==> config.mk <==
export PLATFORM = sky130hd
export DESIGN_NAME = coco3_sdram_arbiter
export DESIGN_NICKNAME = d
export VERILOG_FILES = /design/src/rtl/coco3_mem_pkg.sv /design/src/rtl/ld_wr_fifo.sv /design/src/rtl/coco3_sdram_arbiter.sv
export SDC_FILE = /design/constraint.sdc
export NUM_CORES = 1
export LEC_CHECK = 0
export ABC_AREA = 1
export BUFFER_PORTS_ARGS = -buffer_cell sky130_fd_sc_hd__buf_2
export CELL_PAD_IN_SITES_DETAIL_PLACEMENT = 1
export CELL_PAD_IN_SITES_GLOBAL_PLACEMENT = 2
export CORE_MARGIN = 5
export CORE_UTILIZATION = 31
export CTS_BUF_LIST = sky130_fd_sc_hd__clkbuf_16
export DETAILED_ROUTE_END_ITERATION = 10
export PLACE_DENSITY_LB_ADDON = 0.15
export SYNTH_ARGS = -nofsm -noshare
export SYNTH_HDL_FRONTEND = slang
export SYNTH_SLANG_ARGS = --single-unit
export TNS_END_PERCENT = 1
==> constraint.sdc <==
create_clock -name clk -period 3.45 [get_ports clk]
set_input_delay 0.5175 -clock clk [delete_from_list [all_inputs] [get_ports clk]]
set_output_delay 0.5175 -clock clk [all_outputs]
set_load 0.01 [all_outputs]
==> src/rtl/coco3_mem_pkg.sv <==
// rtl/coco3_mem_pkg.sv - shared types, defaults and priority helper for the CoCo3 SDRAM arbiter
package coco3_mem_pkg;

    localparam int DEF_ADDR_W   = 25;
    localparam int DEF_TIMEOUT  = 63;
    localparam int DEF_VID_MAX  = 4;
    localparam int DEF_LD_DEPTH = 4;

    typedef enum logic [1:0] {SRC_NONE, SRC_VID, SRC_LD, SRC_CPU} req_src_t;
    typedef enum logic [1:0] {IDLE, ISSUE, WAIT} arb_state_t;

    // Fixed priority: starved CPU first, then video, loader backlog, plain CPU
    function automatic req_src_t pick_src(input logic force_cpu, input logic vid,
                                          input logic ld, input logic cpu);
        if (force_cpu) return SRC_CPU;
        if (vid)       return SRC_VID;
        if (ld)        return SRC_LD;
        if (cpu)       return SRC_CPU;
        return SRC_NONE;
    endfunction

endpackage

==> src/rtl/ld_wr_fifo.sv <==
// rtl/ld_wr_fifo.sv - loader write buffer, power-of-2 depth, simultaneous push/pop
module ld_wr_fifo #(
    parameter int DEPTH = 4,
    parameter int WIDTH = 33
) (
    input  logic             clk,
    input  logic             reset,
    input  logic             push,
    input  logic             pop,
    input  logic [WIDTH-1:0] din,
    output logic [WIDTH-1:0] dout,
    output logic             full,
    output logic             empty
);
    localparam int PW = $clog2(DEPTH);

    logic [WIDTH-1:0] mem [DEPTH];
    logic [PW:0]      wptr;
    logic [PW:0]      rptr;
    logic             do_push;
    logic             do_pop;

    // Pointers carry one wrap bit so full and empty are distinguishable
    assign empty   = (wptr == rptr);
    assign full    = (wptr[PW] != rptr[PW]) && (wptr[PW-1:0] == rptr[PW-1:0]);
    assign do_pop  = pop && !empty;
    // A full FIFO still accepts a push when the head leaves in the same cycle
    assign do_push = push && (!full || do_pop);
    assign dout    = mem[rptr[PW-1:0]];

    // Pointer advance
    always_ff @(posedge clk or posedge reset) begin
        if (reset) begin
            wptr <= '0;
            rptr <= '0;
        end else begin
            if (do_push) wptr <= wptr + 1'b1;
            if (do_pop)  rptr <= rptr + 1'b1;
        end
    end

    // Storage write; contents need no reset since the pointers gate them
    always_ff @(posedge clk) begin
        if (do_push) mem[wptr[PW-1:0]] <= din;
    end

endmodule

==> src/rtl/coco3_sdram_arbiter.sv <==
// rtl/coco3_sdram_arbiter.sv - single-outstanding arbiter: video, CPU and loader onto one SDRAM port
module coco3_sdram_arbiter
    import coco3_mem_pkg::*;
#(
    parameter int ADDR_W   = DEF_ADDR_W,
    parameter int VID_MAX  = DEF_VID_MAX,
    parameter int TIMEOUT  = DEF_TIMEOUT,
    parameter int LD_DEPTH = DEF_LD_DEPTH
) (
    input  logic              clk,
    input  logic              reset,
    input  logic              vid_req,
    input  logic [ADDR_W-1:0] vid_addr,
    output logic              vid_ack,
    output logic              vid_ready,
    output logic [15:0]       vid_data,
    input  logic              cpu_req,
    input  logic              cpu_rnw,
    input  logic [ADDR_W-1:0] cpu_addr,
    input  logic [7:0]        cpu_din,
    output logic              cpu_ack,
    output logic              cpu_ready,
    output logic [7:0]        cpu_dout,
    input  logic              ld_wr,
    input  logic [ADDR_W-1:0] ld_addr,
    input  logic [7:0]        ld_data,
    output logic              ld_full,
    output logic              ld_overflow,
    output logic              mem_req,
    output logic [ADDR_W-1:0] mem_addr,
    output logic              mem_we,
    output logic [7:0]        mem_din,
    input  logic              mem_ack,
    input  logic              mem_ready,
    input  logic [15:0]       mem_dout,
    input  logic              mem_busy,
    output logic              timeout_err
);
    localparam int CNT_W = $clog2(TIMEOUT + 1);
    localparam int STK_W = $clog2(VID_MAX + 1);
    localparam int LD_W  = ADDR_W + 8;

    arb_state_t       state;
    req_src_t         src;
    req_src_t         pick;
    logic [CNT_W-1:0] wait_cnt;
    logic [STK_W-1:0] vid_streak;
    logic [LD_W-1:0]  ld_head;
    logic             ld_empty;
    logic             ld_pop;
    logic             grant;
    logic             ret_done;
    logic             ret_abort;
    logic [15:0]      ret_data;

    assign pick   = pick_src(cpu_req && (vid_streak == STK_W'(VID_MAX)),
                             vid_req, !ld_empty, cpu_req);
    assign grant  = (state == IDLE) && !mem_busy && (pick != SRC_NONE);
    assign ld_pop = grant && (pick == SRC_LD);

    ld_wr_fifo #(
        .DEPTH (LD_DEPTH),
        .WIDTH (LD_W)
    ) u_ld_fifo (
        .clk   (clk),
        .reset (reset),
        .push  (ld_wr),
        .pop   (ld_pop),
        .din   ({ld_addr, ld_data}),
        .dout  (ld_head),
        .full  (ld_full),
        .empty (ld_empty)
    );

    // Completion detect: normal ready (also when it coincides with ack) or timeout abort
    always_comb begin
        ret_done  = 1'b0;
        ret_abort = 1'b0;
        ret_data  = mem_dout;
        if (state == ISSUE) begin
            ret_done = mem_ack && mem_ready;
        end else if (state == WAIT) begin
            if (mem_ready) begin
                ret_done = 1'b1;
            end else if (wait_cnt == CNT_W'(TIMEOUT - 1)) begin
                ret_done  = 1'b1;
                ret_abort = 1'b1;
                ret_data  = 16'hFFFF;
            end
        end
    end

    // Arbitration FSM with registered downstream request and requester pulses
    always_ff @(posedge clk or posedge reset) begin
        if (reset) begin
            state       <= IDLE;
            src         <= SRC_NONE;
            wait_cnt    <= '0;
            vid_streak  <= '0;
            mem_req     <= 1'b0;
            mem_addr    <= '0;
            mem_we      <= 1'b0;
            mem_din     <= '0;
            vid_ack     <= 1'b0;
            vid_ready   <= 1'b0;
            vid_data    <= '0;
            cpu_ack     <= 1'b0;
            cpu_ready   <= 1'b0;
            cpu_dout    <= '0;
            ld_overflow <= 1'b0;
            timeout_err <= 1'b0;
        end else begin
            vid_ack   <= 1'b0;
            vid_ready <= 1'b0;
            cpu_ack   <= 1'b0;
            cpu_ready <= 1'b0;
            if (ld_wr && ld_full && !ld_pop) ld_overflow <= 1'b1;

            case (state)
                IDLE: begin
                    if (grant) begin
                        src     <= pick;
                        mem_req <= 1'b1;
                        state   <= ISSUE;
                        case (pick)
                            SRC_VID: begin
                                mem_addr <= vid_addr;
                                mem_we   <= 1'b0;
                                mem_din  <= '0;
                            end
                            SRC_LD: begin
                                mem_addr <= ld_head[LD_W-1:8];
                                mem_we   <= 1'b1;
                                mem_din  <= ld_head[7:0];
                            end
                            default: begin
                                mem_addr <= cpu_addr;
                                mem_we   <= !cpu_rnw;
                                mem_din  <= cpu_din;
                            end
                        endcase
                        // Only video grants made while the CPU waits build the streak
                        if (pick == SRC_CPU || !cpu_req)
                            vid_streak <= '0;
                        else if (pick == SRC_VID && vid_streak != STK_W'(VID_MAX))
                            vid_streak <= vid_streak + STK_W'(1);
                    end
                end
                ISSUE: begin
                    if (mem_ack) begin
                        mem_req  <= 1'b0;
                        wait_cnt <= '0;
                        state    <= WAIT;
                        if (src == SRC_VID) vid_ack <= 1'b1;
                        if (src == SRC_CPU) cpu_ack <= 1'b1;
                    end
                end
                WAIT: begin
                    if (!mem_ready) wait_cnt <= wait_cnt + CNT_W'(1);
                end
                default: state <= IDLE;
            endcase

            if (ret_done) begin
                state <= IDLE;
                if (ret_abort) timeout_err <= 1'b1;
                if (src == SRC_VID) begin
                    vid_ready <= 1'b1;
                    vid_data  <= ret_data;
                end
                if (src == SRC_CPU) begin
                    cpu_ready <= 1'b1;
                    cpu_dout  <= mem_addr[0] ? ret_data[15:8] : ret_data[7:0];
                end
            end
        end
    end

endmodule

==> results by group, run 1 <==
Run status
  • Outcome: completed

Route
  • Initial DRC Count: approximately 320
  • Pre-antenna DRT Iters: 5
  • Final wirelength: between 20000 and 30000 um
  • ANT nets after route: 0
  • Via density: roughly 4.7
  • DR vias: slightly above 7000
  • Residual DRC count: 0
  • Routed WL per cell: between 15 and 20 um

Placed design
  • Placed Cells incl. Taps: approximately 1500
  • IO Port Bufs: 181
  • DP HPWL: roughly 19000 um
  • GPL Wtd Cong: between 0.7 and 0.8
  • Cell Area, Placed: 0.0109 mm^2

CTS
  • Worst-case clock buffer depth: 3
  • Setup bufs post-CTS: 0
  • PostCTS Resize Cnt: 0
  • Total CTS buffers: 25
  • Clock transition at the registers of the reported paths: 0.06 ns
  • Clk_lat worst skew: between 0.5 and 0.6 ns
  • Hold_buf cts: 0
  • CTS tree: yes
  • CTS Sinks: around 220
  • H-tree depth: 1
  • Clock root buffer: clkbuf_16

Hold path
  • Worst hold path type: input port to async pin

STA
  • Worst-margin pin slew: between 0.7 and 0.8 ns
  • Endpoints failing hold: 0
  • Final setup fails: 0
  • Fmax: 344 MHz
  • WHS: about 0.14 ns
  • Tmin final: 2.91 ns
  • Tcrit/Tclk final: between 80% and 90%
  • Final slew viol count: 0
  • Setup TNS Final: 0 ns
  • Fin Clk Skew: around 0.012 ns
  • Slew HR: between 40% and 50%
  • RSZ-0062 raised after global routing: false

Power and ir drop
  • Switch Pwr: a little under 4 mW
  • Net Sw Frac: between 30% and 40%
  • Reg power frac: between 30% and 40%
  • Lkg Pwr: between 4 and 5 nW
  • Power Density: about 860 mW/mm^2
  • Pint: roughly 6 mW
  • Overall Power: 9.93 mW
  • Combinational fraction of design power: between 30% and 40%
  • Peak VDD IR: a little under 0.0004 V
  • Clock network power share: 24.0%

Die
  • Die X: between 150 and 200 um
  • Core Area: 0.0304 mm^2
  • Die H: 185 um
  • Io pins: ~180
  • Row count: 64
  • Starting Density: 31.2%
  • Die ar.: roughly 0.034 mm^2

Final layout
  • Post-route cell area: 0.0116 mm^2
  • Layout cell share with drive strength beyond 1: between 20% and 30%
  • FILL cells: ~3500
  • Layout overhead on the synthesized area: 22.1%
  • ANT cells: 0
  • Final std cells w/o fill: roughly 1600
  • Final #Nets: 1268

Run
  • Max-cap violation count: 0

Synthesis
  • Synthesized instance count: between 900 and 1000
  • Post-synth EDFFs: 132
  • Post-synthesis sequential area ratio: between 60 and 70%
  • Yosys reg bits: 216
  • Leading post-synthesis cells by cell area: edfxtp_1, dfrtp_1, nor2_1, nand2_1, o21ai_0
  • Mapped Nets: 1089
  • Synth top area share: a little over two fifths
  • Asr flop ratio synth: between 30% and 40%
  • Ys Warns: 0
  • Top_reg_cell synth: edfxtp_1
  • Mapped Area: ~0.0095 mm^2
  • Syn_area_per_cell: slightly below 10 um^2
  • Cell taking the most area after synthesis: edfxtp_1
  • Yosys cell types: 33

Global routing
  • Vias in the first global route: 7601
  • GR Util All Layers: 16.1%
  • GRT Residual Overflow: 0
  • Number of antenna violations at the first check in global routing: 4
  • First-pass GRT wire length: between 40000 and 50000 um
  • Largest net degree at the start of global routing: between 60 and 70

Worst setup path
  • Critical Path Sink Type: register
  • Crit path max fanout: 33
  • Critical path class: register to register
  • Critical path required time: ~3.6 ns
  • CP Launch Type: register
  • WP data arrival: 3.07 ns
power groups by stage:
stage	clock, mW	combinational [mW]	sequential (mW)
3_3_place_gp	0	3.75	3.92
5_1_grt	2.56	4.19	3.97
3_5_place_dp	0	3.79	3.93
2_1_floorplan	0	2.19	4.06
4_1_cts	2.46	3.80	3.89
6_report	2.38	3.67	3.88
cell usage after synthesis, drive strengths merged, types with 7 or more instances:
master	number
ha	13
edfxtp	132
nand2	203
nand3b	17
dfrtp	84
nand3	51
a21oi	60
o21ai	91
buf	32
clkbuf	16
inv	36
nor2	207
nand4	7
cell usage in the layout (no fill, tap or decap), types with 2 or more instances in the layout:
cell / Yosys / layout
nor2_1: 203 / 199
nand2_1: 199 / 198
buf_2: 14 / 181
edfxtp_1: 132 / 132
dfrtp_1: 84 / 82
o21ai_0: 68 / 68
a21oi_1: 59 / 59
nand3_1: 49 / 49
inv_1: 32 / 35
clkbuf_16: 0 / 25
o21ai_1: 23 / 23
nand3b_1: 16 / 16
buf_4: 6 / 16
ha_1: 13 / 13
clkinv_1: 0 / 10
nor2_4: 4 / 8
nand4_1: 7 / 7
clkinv_2: 0 / 5
inv_2: 4 / 4
nand2_2: 3 / 4
buf_12: 0 / 3
xnor2_1: 2 / 2
nand3_2: 2 / 2
xor2_1: 2 / 2
nor3_1: 2 / 2
dfrtp_2: 0 / 2
layer usage:
metal  share of wire (%)  global-route usage, %  vias to the layer above
li1                    -                      -                     3572
met1                  46                   22.0                     3469
met2                  46                   26.5                      163
met3                 5.4                   3.40                       49
met4                 2.0                   3.64                        8
met5                0.22                      0                        -
area by class of cell:
type / count / area [um^2] / share of cell area (%)
multi-input cells: 660 / 3070 / 26.5
well taps: 396 / 495 / 4.28
repair buffers: 200 / 1090 / 9.38
flip-flops and latches: 216 / 6070 / 52.4
clock buffers: 25 / 626 / 5.40
clock inverters: 20 / 97.6 / 0.843
inverters: 36 / 138 / 1.19
worst paths after layout:
| kind | startpoint | end | slack, ns | depth (start not counted) |
|---|---|---|---|---|
| min | reset | vid_data[2] | 0.14 | 2 |
| max in group asynchronous | reset | mem_addr[14] | 2.54 | 3 |
| max | u_ld_fifo.wptr[1] | u_ld_fifo.mem[2][13] | 0.54 | 16 |
| max reg2reg | u_ld_fifo.wptr[1] | u_ld_fifo.mem[2][13] | 0.54 | 16 |
| min in group clk | ld_addr[18] | u_ld_fifo.mem[3][26] | 0.19 | 1 |
| min reg2reg | timeout_err | timeout_err | 0.48 | 2 |
logic make-up after synthesis:
kind of cell,synth area share (%)
and+or+nand+nor,21.5
DFF,64.0
AOI/OAI and AO/OA,8.44
buffers and inverters,4.00
adders and majority gates,1.72
xor gates and xnor gates,0.369
critical path, stage by stage (launching register included):
cell      delay, ns
dfrtp_1        0.41
inv_1          0.10
nand2_1        0.07
nand2_1        0.10
nor2_4         0.16
nand3_1        0.08
nand2_1        0.14
inv_1          0.08
ha_1           0.19
nor2_1         0.11
nand2_2        0.07
inv_2          0.05
nand2_1        0.07
nand3b_2       0.14
nand2_2        0.19
nor2_4         0.12
buf_4          0.44
state kept, by name (all words and copies together) (netlist names), 3 cells and up:
| signal | flops |
|---|---|
| cpu_dout | 8 |
| mem_addr | 25 |
| mem_din | 8 |
| u_ld_fifo.mem | 132 |
| u_ld_fifo.rptr | 3 |
| u_ld_fifo.wptr | 3 |
| vid_data | 16 |
| vid_streak | 3 |
| wait_cnt | 6 |
stage by stage:
stage | worst slack [ns] | util [%]
5_1_grt | 0.240 | 38.1
2_1_floorplan | -0.275 | -
3_5_place_dp | 0.485 | 35.7
3_3_place_gp | 0.526 | 35.7
6_report | 0.545 | 38.1
4_1_cts | 0.471 | 38.1
Note: power is estimated with default switching activity, not from simulation.
==> run 2: changes to the inputs <==
- ABC_AREA: 1 -> 0
- CORE_UTILIZATION: 31 -> 34
- clock period: 3.45 -> 2.6 ns (I/O delays scaled with it)
==> results by group, run 2 <==
Run status
  • Outcome: completed (unchanged)

Synthesis
  • Combinational family with the most area after synthesis: multiplexers (was simple AND/OR/NAND/NOR gates)
  • Post-synthesis compound-gate area fraction: 6.16% (was 8.44%)
  • Yosys reg bits: 216 (unchanged)
  • Synth top area share: 44.0% (was 41.8%)
  • Post-Synth Adder-Cell Area: 1.80% (was 1.72%)
  • Top_reg_cell synth: edfxtp_1 (unchanged)
  • XOR/XNOR Fraction of Synth Area: 1.26% (was 0.369%)
  • Asr flop ratio synth: 38.9% (unchanged)
  • Leading post-synthesis cells by cell area: edfxtp_1, dfrtp_1, mux4_2, nor3_1, a221oi_1 (was edfxtp_1, dfrtp_1, nor2_1, nand2_1, o21ai_0)
  • Mapped Area: 0.00901 mm^2 (was 0.00948 mm^2)
  • Synth top cells by count: edfxtp_1, dfrtp_1, nor2_1, nor3_1, mux4_2 (was nor2_1, nand2_1, edfxtp_1, dfrtp_1, o21ai_0)
  • Post-synthesis sequential area ratio: 67.3% (was 64.0%)
  • Mux contribution to synthesized area: 11.7% (was 0%)
  • Ys Warns: 0 (unchanged)
  • Post-Synth Simple-Gate Area: 8.98% (was 21.5%)
  • Mapped Nets: 730 (was 1089)
  • Syn_area_per_cell: 15.0 um^2 (was 9.88 um^2)
  • Synthesized instance count: 601 (was 960)
  • Yosys cell types: 47 (was 33)
  • Cell taking the most area after synthesis: edfxtp_1 (unchanged)
  • Post-synth EDFFs: 132 (unchanged)
  • Most frequent cell after synthesis: edfxtp_1 (was nor2_1)

Placed design
  • GPL Wtd Cong: 0.760 (was 0.740)
  • IO Port Bufs: 181 (unchanged)
  • DP HPWL: 17100 um (was 18600 um)

STA
  • Fmax: 397 MHz (was 344 MHz)
  • Fin Clk Skew: 0.00904 ns (was 0.0124 ns)
  • Final setup fails: 0 (unchanged)
  • Worst-margin pin slew: 0.660 ns (was 0.765 ns)
  • Final slew viol count: 0 (unchanged)
  • RSZ-0062 raised after global routing: true (was false)
  • Endpoints failing hold: 0 (unchanged)
  • Slew HR: 56.0% (was 49.0%)
  • WHS: 0.0821 ns (was 0.144 ns)
  • Tmin final: 2.52 ns (was 2.91 ns)
  • Tcrit/Tclk final: 96.9% (was 84.2%)

Die
  • Die ar.: 0.0299 mm^2 (was 0.0342 mm^2)
  • Starting Density: 34.6% (was 31.2%)
  • Die X: 173 um (was 185 um)
  • Die H: 173 um (was 185 um)
  • Core Area: 0.0261 mm^2 (was 0.0304 mm^2)
  • Io pins: 182 (unchanged)
  • Row count: 59 (was 64)

Route
  • Residual DRC count: 0 (unchanged)
  • Routed WL per cell: 21.1 um (was 17.7 um)
  • Via density: 5.06 (was 4.68)
  • Pre-antenna DRT Iters: 4 (was 5)
  • ANT nets after route: 0 (unchanged)
  • Final wirelength: 24500 um (was 27600 um)
  • DR vias: 5881 (was 7261)
  • Initial DRC Count: 313 (was 324)

CTS
  • Clock transition at the registers of the reported paths: 0.06 ns (about the same)
  • CTS Sinks: 216 (unchanged)
  • H-tree depth: 1 (unchanged)
  • Clk_lat worst skew: 0.52 ns (was 0.54 ns)
  • Setup bufs post-CTS: 0 (unchanged)
  • Worst-case clock buffer depth: 3 (unchanged)
  • Clock root buffer: clkbuf_16 (unchanged)
  • CTS tree: yes (unchanged)
  • Total CTS buffers: 24 (was 25)

Power and ir drop
  • Power Density: 1110 mW/mm^2 (was 857 mW/mm^2)
  • Overall Power: 12.7 mW (was 9.93 mW)
  • Lkg Pwr: 4.61 nW (was 4.99 nW)
  • Peak VDD IR: 0.000440 V (was 0.000386 V)

Final layout
  • Most frequent cells in the layout: buf_2, edfxtp_1, dfrtp_1, nor3_1, nor2_1 (was nor2_1, nand2_1, buf_2, edfxtp_1, dfrtp_1)
  • Layout overhead on the synthesized area: 27.5% (was 22.1%)
  • Final #Nets: 938 (was 1268)
  • Most common cell after layout, fill and taps aside: buf_2 (was nor2_1)
  • Layout cell share with drive strength beyond 1: 39.1% (was 22.2%)
  • Max reg flops: 132 (unchanged)

Global routing
  • Vias in the first global route: 6758 (was 7601)
  • Number of antenna violations at the first check in global routing: 2 (was 4)
  • GR Util All Layers: 16.1% (about the same)
  • First-pass GRT wire length: 38800 um (was 43400 um)
  • GRT Residual Overflow: 0 (unchanged)
  • Largest net degree at the start of global routing: 46 (was 68)

Worst setup path
  • Critical path required time: 2.99 ns (was 3.61 ns)
  • Crit path max fanout: 4 (was 33)
  • WP data arrival: 2.91 ns (was 3.07 ns)
  • Critical path class: register to register (unchanged)
  • CP Launch Type: register (unchanged)
  • Critical Path Sink Type: register (unchanged)
  • Reg-to-reg slack, setup: 0.08 ns (was 0.54 ns)

Run
  • Max-cap violation count: 0 (unchanged)

Hold path
  • Worst hold path type: input port to register (was input port to async pin)
-- run 2: critical path, stage by stage, from the launching register on --
cell	delay (ns)
dfrtp_2	0.44
xnor2_4	0.16
a31oi_1	0.21
a2bb2oi_2	0.19
inv_2	0.05
ha_2	0.19
or4_2	0.58
buf_4	0.19
nor3_1	0.30
nor3_1	0.08
-- run 2: final timing paths --
path / start / end / cells past startpoint
max reg2reg: u_ld_fifo.wptr[0] / mem_addr[22] / 9
min reg2reg: ld_overflow / ld_overflow / 1
min: mem_ready / state[1] / 2
max: u_ld_fifo.wptr[0] / mem_addr[22] / 9
min in group asynchronous: reset / vid_data[15] / 3
max in group asynchronous: reset / mem_addr[15] / 4
-- run 2: cells by family (layout without fill, tap and decap cells) --
logic type,count (synthesis),after routing
flip-flops,216,216
AND/OR/NAND/NOR,166,166
AO/OA/AOI/OAI,73,73
multiplexers,60,60
buffers and inverters,60,286
adder cells (fa/ha/maj),13,13
XOR/XNOR,13,13
other,0,1
-- run 2: routing by layer --
metal	part of all wire (%)	GRT usage, %
met3	5.3	3.54
met5	0.029	0
met2	48	26.9
met4	2.2	4.19
met1	44	21.4
-- run 2: what timing repair did --
item,4_1_cts,5_1_grt
gates resized for setup,2,10
hold endpoints to repair,30,0
hold buffers,1,0
pin swaps,1,3
endpoints found under the setup margin,100,125
-- run 2: final cells by class --
type	instances	area (um^2)
multi-input combinational	325	2800
timing repair buffer	217	1330
clock inverter	19	146
fill	2676	14600
tap	335	419
inverter	25	96.3
sequential	216	6070
antenna	1	2.50
clock buffer	25	626
-- run 2: power breakdown --
group	leakage (nW)	switching, mW	internal (mW)	total (mW)
Combinational	1.98	2.28	1.94	4.22
Clock	0.405	1.36	1.94	3.29
Sequential	2.22	0.502	4.71	5.21
-- run 2: through the flow --
stage	util [%]	std cells	area (um^2)	setup slack, ns	TNS (ns)
5_1_grt	44.1	1163	11500	-0.0392	-0.745
3_3_place_gp	40.9	1117	10700	0.0525	0
6_report	44.1	1163	11500	0.0819	0
3_5_place_dp	40.9	1117	10700	-0.00221	-0.0249
2_1_floorplan	-	601	9100	-0.259	-34.02
4_1_cts	43.9	1162	11400	0.0287	0
